`src/rtl/uart_rx.sv`:
```
// uart_rx: 8N1 serial receiver with a one-entry holding register and a small
// CPU read port.
//
// Ports:
//   clk         system clock
//   reset       asynchronous, active-high reset
//   rx          serial line (idle high, asynchronous to clk)
//   readEnable  CPU read strobe, one cycle per access
//   regSelect   register select: 00 data, 01 status, 10/11 read as zero
//   Data        combinational read data for the selected register
//   rxValid     holding register contains an unread byte
//   busy        a frame is in progress
//
// state | meaning
// IDLE  | waiting for rx_s low (start of a start bit)
// START | counting to mid start bit, then confirming it is still low
// DATA  | sampling 8 data bits at mid-bit, LSB first
// STOP  | sampling the stop bit, then delivering the byte or flagging errors

module uart_rx #(
   parameter int CLKS_PER_BIT = 104,
   parameter int DATA_BITS    = 8
) (
   input  logic       clk,
   input  logic       reset,
   input  logic       rx,
   input  logic       readEnable,
   input  logic [1:0] regSelect,
   output logic [7:0] Data,
   output logic       rxValid,
   output logic       busy
);

   localparam int CW = $clog2(CLKS_PER_BIT);
   localparam logic [CW-1:0] CNT_HALF = CW'(CLKS_PER_BIT / 2 - 1);
   localparam logic [CW-1:0] CNT_FULL = CW'(CLKS_PER_BIT - 1);
   localparam logic [2:0]    IDX_LAST = 3'(DATA_BITS - 1);

   typedef enum logic [1:0] {IDLE, START, DATA, STOP} state_t;

   state_t               state, state_next;
   logic                 rx_meta, rx_s;
   logic [CW-1:0]        cnt, cnt_next;
   logic [2:0]           bit_idx, bit_idx_next;
   logic [DATA_BITS-1:0] shift, shift_next;
   logic [DATA_BITS-1:0] rx_data;
   logic                 frame_err, overrun;
   logic                 stop_ok, stop_bad;
   logic                 data_rd, stat_rd;

   assign data_rd = readEnable && (regSelect == 2'b00);
   assign stat_rd = readEnable && (regSelect == 2'b01);
   assign busy    = (state != IDLE);

   // Synchronizer flops reset to the idle line level so reset never looks
   // like a start bit on its own.
   always_ff @(posedge clk or posedge reset) begin
      if (reset) begin
         rx_meta <= 1'b1;
         rx_s    <= 1'b1;
      end else begin
         rx_meta <= rx;
         rx_s    <= rx_meta;
      end
   end

   always_ff @(posedge clk or posedge reset) begin
      if (reset) begin
         state   <= IDLE;
         cnt     <= '0;
         bit_idx <= '0;
         shift   <= '0;
      end else begin
         state   <= state_next;
         cnt     <= cnt_next;
         bit_idx <= bit_idx_next;
         shift   <= shift_next;
      end
   end

   always_comb begin
      state_next   = state;
      cnt_next     = cnt + 1'b1;
      bit_idx_next = bit_idx;
      shift_next   = shift;
      stop_ok      = 1'b0;
      stop_bad     = 1'b0;
      case (state)
         IDLE: begin
            cnt_next = '0;
            if (!rx_s) state_next = START;
         end
         START: begin
            if (cnt == CNT_HALF) begin
               cnt_next = '0;
               if (!rx_s) begin
                  state_next   = DATA;
                  bit_idx_next = '0;
               end else begin
                  state_next = IDLE;
               end
            end
         end
         DATA: begin
            if (cnt == CNT_FULL) begin
               cnt_next              = '0;
               shift_next[bit_idx]   = rx_s;
               bit_idx_next          = bit_idx + 1'b1;
               if (bit_idx == IDX_LAST) state_next = STOP;
            end
         end
         STOP: begin
            if (cnt == CNT_FULL) begin
               cnt_next   = '0;
               state_next = IDLE;
               if (rx_s) stop_ok  = 1'b1;
               else      stop_bad = 1'b1;
            end
         end
         default: state_next = IDLE;
      endcase
   end

   // A data read on the completion cycle frees the buffer, so the new byte
   // loads instead of counting as an overrun. Flag sets beat status-read clears.
   always_ff @(posedge clk or posedge reset) begin
      if (reset) begin
         rx_data   <= '0;
         rxValid   <= 1'b0;
         overrun   <= 1'b0;
         frame_err <= 1'b0;
      end else begin
         if (stop_ok && (!rxValid || data_rd)) begin
            rx_data <= shift;
            rxValid <= 1'b1;
         end else if (data_rd) begin
            rxValid <= 1'b0;
         end

         if (stop_ok && rxValid && !data_rd) overrun <= 1'b1;
         else if (stat_rd)                   overrun <= 1'b0;

         if (stop_bad)     frame_err <= 1'b1;
         else if (stat_rd) frame_err <= 1'b0;
      end
   end

   always_comb begin
      Data = 8'h00;
      case (regSelect)
         2'b00:   Data = rx_data;
         2'b01:   Data = {5'b0, overrun, frame_err, rxValid};
         default: Data = 8'h00;
      endcase
   end

endmodule

```
`config.mk`:
```
export PLATFORM = sky130hd
export DESIGN_NAME = uart_rx
export DESIGN_NICKNAME = d
export VERILOG_FILES = /design/src/rtl/uart_rx.sv
export SDC_FILE = /design/constraint.sdc
export NUM_CORES = 1
export LEC_CHECK = 0
export CAP_MARGIN = 20
export CORE_ASPECT_RATIO = 0.8
export CORE_MARGIN = 5
export CORE_UTILIZATION = 43
export DETAILED_ROUTE_END_ITERATION = 8
export GPL_ROUTABILITY_DRIVEN = 0
export PLACE_DENSITY_LB_ADDON = 0.08
export SLEW_MARGIN = 20
export SYNTH_ARGS = -nofsm -noshare
export SYNTH_HDL_FRONTEND = slang
export SYNTH_SLANG_ARGS = --single-unit
export TNS_END_PERCENT = 5
```
`constraint.sdc`:
```
create_clock -name clk -period 2.2 [get_ports clk]
set_input_delay 0.33 -clock clk [delete_from_list [all_inputs] [get_ports clk]]
set_output_delay 0.33 -clock clk [all_outputs]
set_load 0.01 [all_outputs]
```
### Yosys cells after proc, flatten, opt, wreduce, memory -nomap -nowiden

Index checks and enable logic that the tools add are counted.

| word-level totals | value |
|---|---|
| memory bits (writable) | 0 |
| logic and storage cells | 76 |
| bits in read-only memories | 0 |
| output and inout port bits | 10 |
| memories | 0 |
| latch bits | 0 |
| register bits | 33 |

| cells by class | value |
|---|---|
| order comparisons | 2 |
| multiplexer cells | 29 |
| reduce and logical (&&, ||, !) cells | 20 |
| equality and inequality tests | 13 |
| add/sub/neg operators | 2 |
| shifts and indexed selects | 0 |
| div/mod/pow operators | 0 |
| multiply operators | 0 |
| bitwise gates (word level) | 0 |

Operator list:

| kind | count |
|---|---|
| one-hot mux 7 bit (3 select lines) | 1 |
| one-hot mux 8 bit (2 select lines) | 1 |
| two-way mux 7 bit | 2 |
| two-way mux 1 bit | 12 |
| two-way mux 2 bit | 6 |
| inequality test 2 bit (second input constant) | 6 |
| nonzero test 2 bit | 5 |
| two-way mux 3 bit | 3 |
| bitwise mux 8 bit | 1 |
| one-hot mux 2 bit (4 select lines) | 1 |
| adder 7 x 1 -> 7 bit (second input constant) | 1 |
| == test 7 x 6 -> 1 bit (second input constant) | 1 |
| == test 7 bit (second input constant) | 1 |
| logical AND 1 bit | 6 |
| one-hot mux 3 bit (2 select lines) | 1 |
| AND reduction 5 bit | 1 |
| == test 2 x 1 -> 1 bit (second input constant) | 2 |
| == test 2 bit (second input constant) | 2 |
| zero test 2 bit | 2 |
| less-than comparator 3 x 4 -> 1 bit (second input constant) | 1 |
| AND reduction 4 bit | 1 |
| adder 3 x 1 -> 3 bit (second input constant) | 1 |
| demux 1 bit (select 3 bit) | 1 |
| == test 3 bit (second input constant) | 1 |
| 5 further kinds | 6 |

### Depth between registers and ports, before layout

Gate-level depths: netlist (run 1).

| logic depth | value |
|---|---|
| depth in word-level cells | 6 |
| depth in mapped cells | 5 |
| mapped depth without buffers | 5 |

### Least setup slack after synthesis (run 1)

No wires, ideal clock.

| timing path | value |
|---|---|
| path type | input to register |
| start | in regSelect[0] |
| end | reg rx_data[0] |
| library setup time | 0.125 ns |
| path buffers | 1 |
| required time | 2.075 ns |
| path slack | 0.314 ns |
| data arrival time | 1.762 ns |
| stages on the path | 4 |
| path through | buf_6 -> or3b_4 -> a2111oi_4 -> mux2_2 |

| on the way | value |
|---|---|
| cells in the longest elaborated chain, start to end | 4 |

Ends and longest elaborated chain:

| item | RTL line | RTL |
|---|---|---|
| start, declared | 28 | `input logic [1:0] regSelect,` |
| zero test 2 bit | 51 | `assign data_rd = readEnable && (regSelect == 2'b00);` |
| logical AND 1 bit | 51 |  |
| logical OR 1 bit | 133 | `if (stop_ok && (!rxValid \|\| data_rd)) begin` |
| logical AND 1 bit | 133 |  |
| end signal, assigned | 134 | `rx_data <= shift;` |
| end, declared | 46 | `logic [DATA_BITS-1:0] rx_data;` |

Every way passes these cells.
A chain may end at the register's enable or synchronous reset.

### Worst setup path in the final report (run 1)

| timing path | value |
|---|---|
| start | in regSelect[0] |
| end | out Data[1] |

| on the way | value |
|---|---|
| cells in the longest elaborated chain, start to end | 2 |
| elaborated cells on any way between the ends | 3 |
| those cells by class | 1 x eq/ne; 1 x mux; 1 x reduce/logical |

Ends and longest elaborated chain:

| item | RTL line | RTL |
|---|---|---|
| == test 2 x 1 -> 1 bit or zero test 2 bit (tied branches) | 150 | `case (regSelect)` |
| one-hot mux 8 bit (2 select lines) * | 150 |  |
| end, declared | 29 | `output logic [7:0] Data,` |

Every way passes the cells marked *; elsewhere a longest branch is shown, timed or not.

==> summary.txt, run 1 <==
Initial antenna violation count = 0
Clock latency on the worst-skew pair = 0.28 ns
Seq/Total Area, Yosys = 49.9%
RSZ-0062 raised after global routing = no
P&R area growth vs syn = 20.4%
Cell Area, Synth = 0.00166 sq mm
Syn Nets = 156
Core area = 0.00375 sq mm
1st-iter DRT viols = 133
Post-synth top area share = 46.8%
Vias in the first global route = 1211
Worst slew pin tran = 0.489 ns
Final #Nets = 179
Final period demand of the worst path = 2.03 ns
Final hold slack = 0.356 ns
Share of cells above drive strength 1 = 21.6%
# port buffers = 15
Fin area = 0.00200 sq mm
Pwr dens = 556 mW/mm^2
Rel. slew slack = 67.3%
# fillers = 347
Worst Hold Class = reg2reg
Area used by multi-input combinational logic = 778 sq um
Clk sink count = 33
Synth async-reset ratio = 100%
P_leak = 0.971 nW
Setup-failing EPs final = 0
CTS max path bufs = 2
Number of enable flip-flop cells after synthesis = 0
First-pass GRT wire length = 5700 um
Placed Area = 0.00189 sq mm
Status = finished clean
Finished Layout Cells = 215
Antenna cells = 0
Critical Path AT = 1.70 ns
Maxcap violations = 0
Cells after synthesis = 147
Largest cells by area after synthesis = dfrtp_1 (47%), mux2_2 (11%), dfstp_2 (3.2%), ha_1 (2.3%), o21ai_0 (2.1%)
Clock transition at the registers of the reported paths = 0.06 ns
CTS tree = done
Total power = 1.11 mW
Ys flop type = dfrtp_1
Antenna-violating nets left = 0
Largest net degree at the start of global routing = 34
Routed vias = 1204
Layout Utilization = 53.2%
Worst Path Max Fanout = 5
Crit path launch type = primary input
Die Footprint = 0.00521 sq mm
FMAX = 0.493 GHz
Die span in y = 65.6 um
Synth area leader = dfrtp_1
GRT overflow = 0
Final worst setup slack = 0.173 ns
Sequential cell area = 828 sq um
Final Hold Viols = 0
Setup Fix Bufs, Post-CTS = 0
Critical path endpoint category = output port
Crit share post-route = 92.1%
Mean Syn Cell Area = 11.3 sq um
Post-DP HPWL = 2360 um
Placed insts = 207
TritonCTS Buffers = 5
Drt wl/cell = 14.7 um
IO Count = 16
Vias/cell = 5.60
Hold buffers post-CTS = 0
First-pass DRT Iterations = 4
YS warnings = 0
Setup TNS Final = 0 ns
Post-synth cell types = 39
Post-route clock skew = 0.00797 ns
H-Tree Depth = 2
Die X = 79.4 um
Yosys reg bits = 33
Setup slack at placement = -0.0417 ns
Tot GR Track Use = 14.3%
Slew Viols, Final = 0
Final wirelength = 3160 um
DRC viols = 0
Site Rows = 20
Starting Density = 44.2%
Crit path kind = in2out
Clock Root Buffer = clkbuf_8
Critical path required time = 1.87 ns
VDD IR max = 0.383 mV
[cells in the mapped netlist (3+ instances only)]
| library cell | instances |
|---|---|
| and2_1 | 5 |
| or3_1 | 3 |
| nand2_1 | 7 |
| nand3_1 | 4 |
| nor2_1 | 6 |
| nand3b_1 | 4 |
| dfrtp_1 | 31 |
| inv_1 | 5 |
| mux2i_1 | 3 |
| clkbuf_1 | 6 |
| nor2b_1 | 5 |
| nand4b_1 | 3 |
| ha_1 | 3 |
| a21oi_1 | 5 |
| mux2_2 | 16 |
| o21ai_0 | 7 |
| nand4_1 | 5 |
| a31oi_1 | 3 |
[state kept, by name, summed over array words and instances (netlist names), named ones only]
name       count
rx_data        8
shift          8
cnt            7
bit_idx        3
frame_err      1
overrun        1
rxValid        1
rx_meta        1
rx_s           1
state          1
[cells in the final DEF (no fill, tap or decap), types with 2 or more instances in the layout]
cell type and instances:
nand3_1 4, nand2_1 7, o21ai_0 7, clkbuf_8 6
mux2i_1 3, inv_1 5, dfstp_2 2, ha_1 3
and2_1 5, mux2_2 16, a32o_1 2, dfrtp_1 31
nand4b_1 3, a21oi_1 5, nor2_1 6, clkdlybuf4s50_1 10
a32oi_1 2, dlymetal6s2s_1 5, nor2b_1 5, a22oi_1 2
a31oi_1 3, nand3b_1 4, or3_1 3, xor2_1 2
buf_4 8, nand4_1 5
[final timing paths]
path                                    from    endpoint  slack [ns]  cells past startpoint
worst max-delay path            regSelect[0]     Data[1]        0.17                      5
worst min-delay path                 rx_meta        rx_s        0.36                      0
worst max register to register        cnt[0]  rx_data[4]        0.26                      5
worst min register to register       rx_meta        rx_s        0.36                      0
max in group asynchronous              reset     rx_meta        1.44                      3
min in group asynchronous              reset      cnt[6]        0.43                      3
[final cells by class]
type	instances	share of cell area, %
sequential	33	41.5
multi-input combinational	102	39.0
timing repair buffer	23	11.2
clock buffer	7	4.32
tap	44	2.76
inverter	5	0.940
clock inverter	1	0.376
[power breakdown]
group / leakage, nW / total, mW / switching [mW] / internal, mW
sequential: 0.439 / 0.614 / 0.00332 / 0.610
combinational: 0.488 / 0.0383 / 0.0209 / 0.0173
clock: 0.0445 / 0.459 / 0.205 / 0.254
[repair_timing]
action	in CTS	in global routing
resized for setup	0	5
endpoints found under the hold margin	0	0
setup endpoints to repair	0	5
[logic make-up after synthesis]
family,count (synthesis),share of synthesized area [%]
compound gates,26,11.6
xor+xnor,3,1.58
fa+ha+maj,3,2.26
buf+inv,12,3.17
flops,33,49.9
mux,19,12.7
simple gates,51,18.8
[per-layer routing]
layer,track usage (%),share of wire (%),up-vias
met4,4.72,0.44,0
li1,-,-,586
met3,4.38,4.7,2
met5,0,0,-
met1,20.2,50,590
met2,20.7,44,26
[worst max-delay path: stages]
cell and delay, ns:
clkdlybuf4s50_1 0.48, buf_4 0.15, mux2i_1 0.20, nor2_1 0.06, clkdlybuf4s50_1 0.48
No activity file was read; power rests on OpenSTA's default activity.
==> run 2: changes to the inputs <==
--- a/config.mk
+++ b/config.mk
@@ -5,6 +5,7 @@
 export SDC_FILE = /design/constraint.sdc
 export NUM_CORES = 1
 export LEC_CHECK = 0
+export ABC_AREA = 1
 export CAP_MARGIN = 20
 export CORE_ASPECT_RATIO = 0.8
 export CORE_MARGIN = 5
==> run 2 against run 1 <==
  * Worst setup slack worse by 0.087 ns
  * Register-to-register slack improved by 0.24 ns
  * Die area is 1.0% higher
  * Sequential share of layout area down 0.26 points
  * Count of clock-buffer cells in the layout stayed put
  * Clock skew shrank 0.0034 ns
  * Combinational power down 2%
  * Via count rose by 8.2%
  * Critical path type unchanged
  * Largest power group unchanged
==> summary.txt, run 2 <==
Post-synth top area share = 46.2% (-0.56 points)
Clock latency on the worst-skew pair = 0.28 ns (about the same)
NetSw = 0.240 mW (+4.7%)
Final #Nets = 233 (+30%)
Post-synth cell types = 26 (-33%)
RSZ-0062 raised after global routing = no
Status = finished clean
First-pass GRT wire length = 5930 um (+4.0%)
Seq/Total Area, Yosys = 49.3% (-0.60 points)
Crit path launch type = primary input
Die span in y = 65.9 um (+0.50%)
Post-route clock skew = 0.00455 ns (-0.00342 ns)
Tot GR Track Use = 14.6% (+0.28 points)
R2R setup slack = 0.50 ns (+0.24 ns)
Final worst setup slack = 0.0856 ns (-0.0872 ns)
Antenna-violating nets left = 0 (unchanged)
Die X = 79.9 um (+0.53%)
Routed vias = 1303 (+8.2%)
GRT overflow = 0 (unchanged)
Worst Hold Class = reg2reg
Vias in the first global route = 1360 (+12%)
Most frequent cells in the layout = nand2_1 (43), inv_1 (40), dfrtp_1 (31), nor2_1 (23), clkdlybuf4s50_1 (14)
Hold buffers post-CTS = 0 (unchanged)
Combinational share of power = 3.3% (about the same)
Cells after synthesis = 202 (+37%)
Layout Utilization = 53.2% (about the same)
TritonCTS Buffers = 5 (unchanged)
Crit path kind = in2out
P_leak = 0.967 nW (-0.42%)
Final wirelength = 3170 um (+0.22%)
HP Start = rx_meta
Ys flop type = dfrtp_1
Total power = 1.15 mW (+3.4%)
Final period demand of the worst path = 2.11 ns (+0.0872 ns)
Setup slack at placement = -0.00110 ns (+0.0406 ns)
Critical path required time = 1.87 ns (about the same)
Fin area = 0.00201 sq mm (+0.63%)
Vias/cell = 4.65 (-17%)
Post-DP HPWL = 2390 um (+1.5%)
Setup-failing EPs final = 0 (unchanged)
Biggest regs = rx_data: 8 flops, shift: 8 flops, cnt: 7 flops
Core area = 0.00378 sq mm (+0.67%)
CTS tree = done
Placed insts = 272 (+31%)
Crit share post-route = 96.1% (+4.0 points)
Clock share of power = 43.3% (+2.0 points)
Worst r2r src = cnt[0]
First-pass DRT Iterations = 4 (unchanged)
1st-iter DRT viols = 81 (-39%)
H-Tree Depth = 2 (unchanged)
IO Count = 16 (unchanged)
CTS max path bufs = 2 (unchanged)
Placed Area = 0.00190 sq mm (+0.66%)
Syn Nets = 211 (+35%)
Share of cells above drive strength 1 = 13.8% (-7.9 points)
DRC viols = 0 (unchanged)
Commonest cells in the netlist = nand2_1 (43), inv_1 (40), dfrtp_1 (31), nor2_1 (23)
# port buffers = 15 (unchanged)
Site Rows = 20 (unchanged)
Clock transition at the registers of the reported paths = 0.06 ns (about the same)
Area used by multi-input combinational logic = 673 sq um (-14%)
R2r endpoint = cnt[0]
P&R area growth vs syn = 19.7%
# fillers = 353 (+1.7%)
Cell Area, Synth = 0.00168 sq mm (+1.2%)
Worst Hold Endpoint = rx_s
Pwr dens = 571 mW/mm^2 (+2.7%)
Top-count cell post-synth = nand2_1
VDD IR max = 0.397 mV (+3.6%)
Worst slew pin tran = 0.600 ns (+0.111 ns)
Worst R2R Path Depth = 8 (+3)
Clk sink count = 33 (unchanged)
YS warnings = 0 (unchanged)
Sequential cell area = 828 sq um (unchanged)
Number of enable flip-flop cells after synthesis = 0 (unchanged)
Int Pwr = 0.908 mW (+3.0%)
Clock Root Buffer = clkbuf_8
Initial antenna violation count = 0 (unchanged)
Worst Path Max Fanout = 9 (+4)
Maxcap violations = 0 (unchanged)
Finished Layout Cells = 280 (+30%)
Seq pwr share = 53.4% (-1.9 points)
Antenna cells = 0 (unchanged)
Largest net degree at the start of global routing = 20 (-41%)
Mean Syn Cell Area = 8.31 sq um (-26%)
Most common cell after layout, fill and taps aside = nand2_1
FMAX = 0.473 GHz (-4.1%)
Net Sw Frac = 20.9% (+0.26 points)
Synth async-reset ratio = 100% (unchanged)
Critical path endpoint category = output port
Yosys reg bits = 33 (unchanged)
Largest cells by area after synthesis = dfrtp_1 (46%), nand2_1 (9.6%), inv_1 (8.9%), nor2_1 (5.1%), o21ai_2 (4.2%)
Die Footprint = 0.00526 sq mm (+1.0%)
Final Hold Viols = 0 (unchanged)
Critical Path AT = 1.78 ns (+0.08 ns)
Hold Path Stages = 0 (unchanged)
Setup crit start = regSelect[0]
Slew Viols, Final = 0 (unchanged)
Synth area leader = dfrtp_1
Starting Density = 44.4% (+0.24 points)
Rel. slew slack = 60.0% (-7.3 points)
Drt wl/cell = 11.3 um (-23%)
-- run 2: cell types whose count changed after synthesis, moves of 4 or more --
| cell | delta |
|---|---|
| clkbuf_1 | -6 |
| inv_1 | +35 |
| nand2_1 | +36 |
| mux2_2 | -16 |
| o21ai_2 | +8 |
| nand3_1 | +7 |
| nor2b_1 | -5 |
| and2_1 | -5 |
| o21ai_0 | +4 |
| nor2_1 | +17 |
-- run 2: per-stage QoR --
| step | TNS [ns] | hold WS [ns] |
|---|---|---|
| 2_1_floorplan | 0 | 0.334 |
| 3_3_place_gp | 0 | 0.347 |
| 3_5_place_dp | -0.00118 | 0.348 |
| 4_1_cts | 0 | 0.358 |
| 5_1_grt | 0 | 0.360 |
| 6_report | 0 | 0.356 |
-- run 2: how the worst max path moves through the flow --
stage	to	slack, ns	cells after the start
final	Data[2]	0.09	4
after global routing	Data[1]	0.03	4
after CTS	Data[1]	0.08	4
after detailed placement	Data[0]	-0.001	4
after global placement	Data[0]	0.05	4
after floorplan	rx_data[2]	0.76	9
-- run 2: area by class of cell --
cell class / count / area share, %
Clock inverter: 1 / 0.249
Inverter: 42 / 7.85
Timing Repair Buffer: 17 / 8.97
Clock buffer: 7 / 4.79
Sequential cell: 33 / 41.2
Multi-Input combinational cell: 125 / 33.5
Tap cell: 55 / 3.42
-- run 2: cell families (layout without fill, tap and decap cells) --
logic type                 after synthesis  count (layout)  synth area share (%)
and+or+nand+nor                         89              89                  23.8
buffers and inverters                   44              67                  10.7
DFF                                     33              33                  49.3
AOI/OAI and AO/OA                       30              30                  12.4
adders and majority gates                3               3                  2.24
xor gates and xnor gates                 3               3                  1.57
-- run 2: per-layer routing --
metal | vias to the layer above | track usage, % | share of wire (%) | wire [um]
met5 | - | 0 | 0 | 0
li1 | 673 | - | - | -
met1 | 596 | 18.3 | 49 | 1560
met2 | 28 | 23.3 | 44 | 1380
met3 | 6 | 4.63 | 5.5 | 173
met4 | 0 | 5.70 | 1.7 | 55
-- run 2: timing repair --
| action | in CTS | in global routing |
|---|---|---|
| hold endpoints to repair | 0 | 0 |
| endpoints found under the setup margin | 2 | 1 |
| gates cloned | 0 | 0 |
| gates resized for setup | 1 | 1 |
| setup buffers | 0 | 0 |
-- run 2: critical path, stage by stage --
cell and delay (ns):
clkdlybuf4s50_1 0.44, or2_4 0.29, o22ai_1 0.16, clkdlybuf4s50_1 0.57
-- run 2: power groups by stage --
stage	clock [mW]	sequential, mW	combinational, mW
floorplan	0	0.624	0.0190
global placement	0	0.624	0.0368
detailed placement	0	0.624	0.0379
CTS	0.512	0.613	0.0391
global route	0.540	0.613	0.0439
finish	0.497	0.613	0.0375
==> run 3: changes to the inputs <==
--- a/config.mk
+++ b/config.mk
@@ -6,13 +6,14 @@
 export NUM_CORES = 1
 export LEC_CHECK = 0
 export ABC_AREA = 1
-export CAP_MARGIN = 20
+export CAP_MARGIN = 0
 export CORE_ASPECT_RATIO = 0.8
 export CORE_MARGIN = 5
 export CORE_UTILIZATION = 43
 export DETAILED_ROUTE_END_ITERATION = 8
 export GPL_ROUTABILITY_DRIVEN = 0
 export PLACE_DENSITY_LB_ADDON = 0.08
+export RECOVER_POWER = 50
 export SLEW_MARGIN = 20
 export SYNTH_ARGS = -nofsm -noshare
 export SYNTH_HDL_FRONTEND = slang
==> run 3 against run 2 <==
  * First-iteration DRC count stayed put
  * Largest cell class unchanged
  * Sequential power is essentially flat
  * Sequential share of layout area up 0.21 points
  * Global-route usage unchanged
  * Clock skew hardly changed
  * Hold slack hardly changed
  * Flip-flop and latch count unchanged
==> summary.txt, run 3 (synthesis results as in run 2) <==
Status = finished clean
VDD IR max = 0.396 mV (about the same)
Critical-path cell list = clkdlybuf4s50_1, or2_4, o22ai_1, clkdlybuf4s50_1
1st-iter DRT viols = 81 (unchanged)
First-pass GRT wire length = 5930 um (unchanged)
RSZ-0062 raised after global routing = no
DRC viols = 0 (unchanged)
Hold Path Stages = 0 (unchanged)
Clock latency on the worst-skew pair = 0.28 ns (about the same)
CP peak stage delay = 0.57 ns (about the same)
# port buffers = 15 (unchanged)
Total power = 1.15 mW (-0.17%)
Tot GR Track Use = 14.6% (unchanged)
P_leak = 0.973 nW (+0.58%)
Slowest CP cell = clkdlybuf4s50_1
Final #Nets = 233 (unchanged)
IO Count = 16 (unchanged)
Share of cells above drive strength 1 = 12.4% (-1.3 points)
Starting Density = 44.4% (unchanged)
NetSw = 0.241 mW (+0.32%)
Final Hold Viols = 0 (unchanged)
HP Start = rx_meta
Met2 wire length = 1390 um (+0.36%)
Post-DP HPWL = 2390 um (unchanged)
H-Tree Depth = 2 (unchanged)
Most common cell after layout, fill and taps aside = nand2_1
Clock transition at the registers of the reported paths = 0.06 ns (about the same)
Vias in the first global route = 1360 (unchanged)
Highest metal used = met4
P&R area growth vs syn = 19.1%
Hold buffers post-CTS = 0 (unchanged)
Setup-failing EPs final = 0 (unchanged)
R2r endpoint = cnt[0]
Die X = 79.9 um (unchanged)
GRT overflow = 0 (unchanged)
Setup TNS Final = 0 ns (unchanged)
Seq pwr share = 53.5% (about the same)
FMAX = 0.473 GHz (unchanged)
Crit share post-route = 96.1% (unchanged)
Largest net degree at the start of global routing = 20 (unchanged)
Met3 wire length = 194 um (+12%)
Clock Root Buffer = clkbuf_8
Placed Area = 0.00190 sq mm (unchanged)
Worst Hold Class = reg2reg
Site Rows = 20 (unchanged)
Most frequent cells in the layout = nand2_1 (44), inv_1 (41), dfrtp_1 (31), nor2_1 (23), clkdlybuf4s50_1 (12)
Critical Path AT = 1.78 ns (about the same)
Worst Hold Endpoint = rx_s
CTS tree = done
Crit path launch type = primary input
TritonCTS Buffers = 5 (unchanged)
Worst R2R Path Depth = 8 (unchanged)
Setup slack at placement = -0.00110 ns (unchanged)
Net Sw Frac = 21.0% (+0.10 points)
Die span in y = 65.9 um (unchanged)
Drt wl/cell = 11.4 um (+0.41%)
Combinational share of power = 3.0% (-0.3 points)
Vias/cell = 4.66 (about the same)
Final hold slack = 0.356 ns (+0.000107 ns)
Maxcap violations = 0 (unchanged)
Critical path required time = 1.87 ns (about the same)
Biggest regs = rx_data: 8 flops, shift: 8 flops, cnt: 7 flops
R2R setup slack = 0.35 ns (-0.15 ns)
Pwr dens = 573 mW/mm^2 (+0.33%)
Routed vias = 1304 (+0.077%)
Int Pwr = 0.906 mW (-0.30%)
Slew Viols, Final = 0 (unchanged)
Post-Route M1 WL = 1540 um (-0.83%)
Rel. slew slack = 42.6% (-17 points)
Die Footprint = 0.00526 sq mm (unchanged)
Clock share of power = 43.5% (+0.2 points)
Clk sink count = 33 (unchanged)
Antenna cells = 0 (unchanged)
Worst slew pin tran = 0.861 ns (+0.261 ns)
Core area = 0.00378 sq mm (unchanged)
Crit path kind = in2out
Final worst setup slack = 0.0856 ns (unchanged)
Initial antenna violation count = 0 (unchanged)
Final period demand of the worst path = 2.11 ns (unchanged)
Final wirelength = 3180 um (+0.41%)
First-pass DRT Iterations = 4 (unchanged)
Post-route clock skew = 0.00456 ns (+0.00000919 ns)
Worst r2r src = cnt[0]
Antenna-violating nets left = 0 (unchanged)
Worst Path Max Fanout = 9 (unchanged)
CTS max path bufs = 2 (unchanged)
Fin area = 0.00200 sq mm (-0.50%)
Cell with the most instances on the worst path = clkdlybuf4s50_1
Critical path endpoint category = output port
## run 3: worst max-delay path by stage
stage,endpoint,cells past startpoint,startpoint
after floorplan,rx_data[2],9,cnt[0]
after global placement,Data[0],4,regSelect[0]
after detailed placement,Data[0],4,regSelect[0]
after CTS,Data[1],4,regSelect[0]
after global routing,Data[1],4,regSelect[0]
final,Data[2],4,regSelect[0]
## run 3: cell type report
class,count,area [sq um]
Sequential cell,33,828
Timing Repair Buffer,17,173
Clock buffer,7,96.3
Fill cell,354,1780
Inverter,42,158
Multi-Input combinational cell,125,671
Tap cell,55,68.8
Clock inverter,1,5.00
## run 3: power groups by stage
stage / combinational (mW) / sequential, mW / clock, mW
after global routing: 0.0404 / 0.613 / 0.540
after global placement: 0.0368 / 0.624 / 0
final: 0.0342 / 0.613 / 0.499
after detailed placement: 0.0379 / 0.624 / 0
after floorplan: 0.0190 / 0.624 / 0
after CTS: 0.0391 / 0.613 / 0.512
## run 3: worst max-delay path, delay by kind of cell
family / cells / cell delay (ns)
simple gates: 1 / 0.29
compound gates: 1 / 0.16
buf+inv: 2 / 1.01
## run 3: per-stage QoR
stage          util, %  std cells
2_1_floorplan        -        202
4_1_cts           53.1        280
3_5_place_dp      50.4        272
3_3_place_gp      50.4        272
6_report          52.9        280
5_1_grt           52.9        280
## run 3: timing repair
item	CTS	global route
setup buffers	0	0
gates resized for setup	1	1
cloned	0	0
endpoints found under the setup margin	2	1
## run 3: layer usage
metal,global-route usage [%],vias to the layer above
met4,5.70,0
met3,4.63,6
met5,0,-
met2,23.3,27
met1,18.3,597
li1,-,674
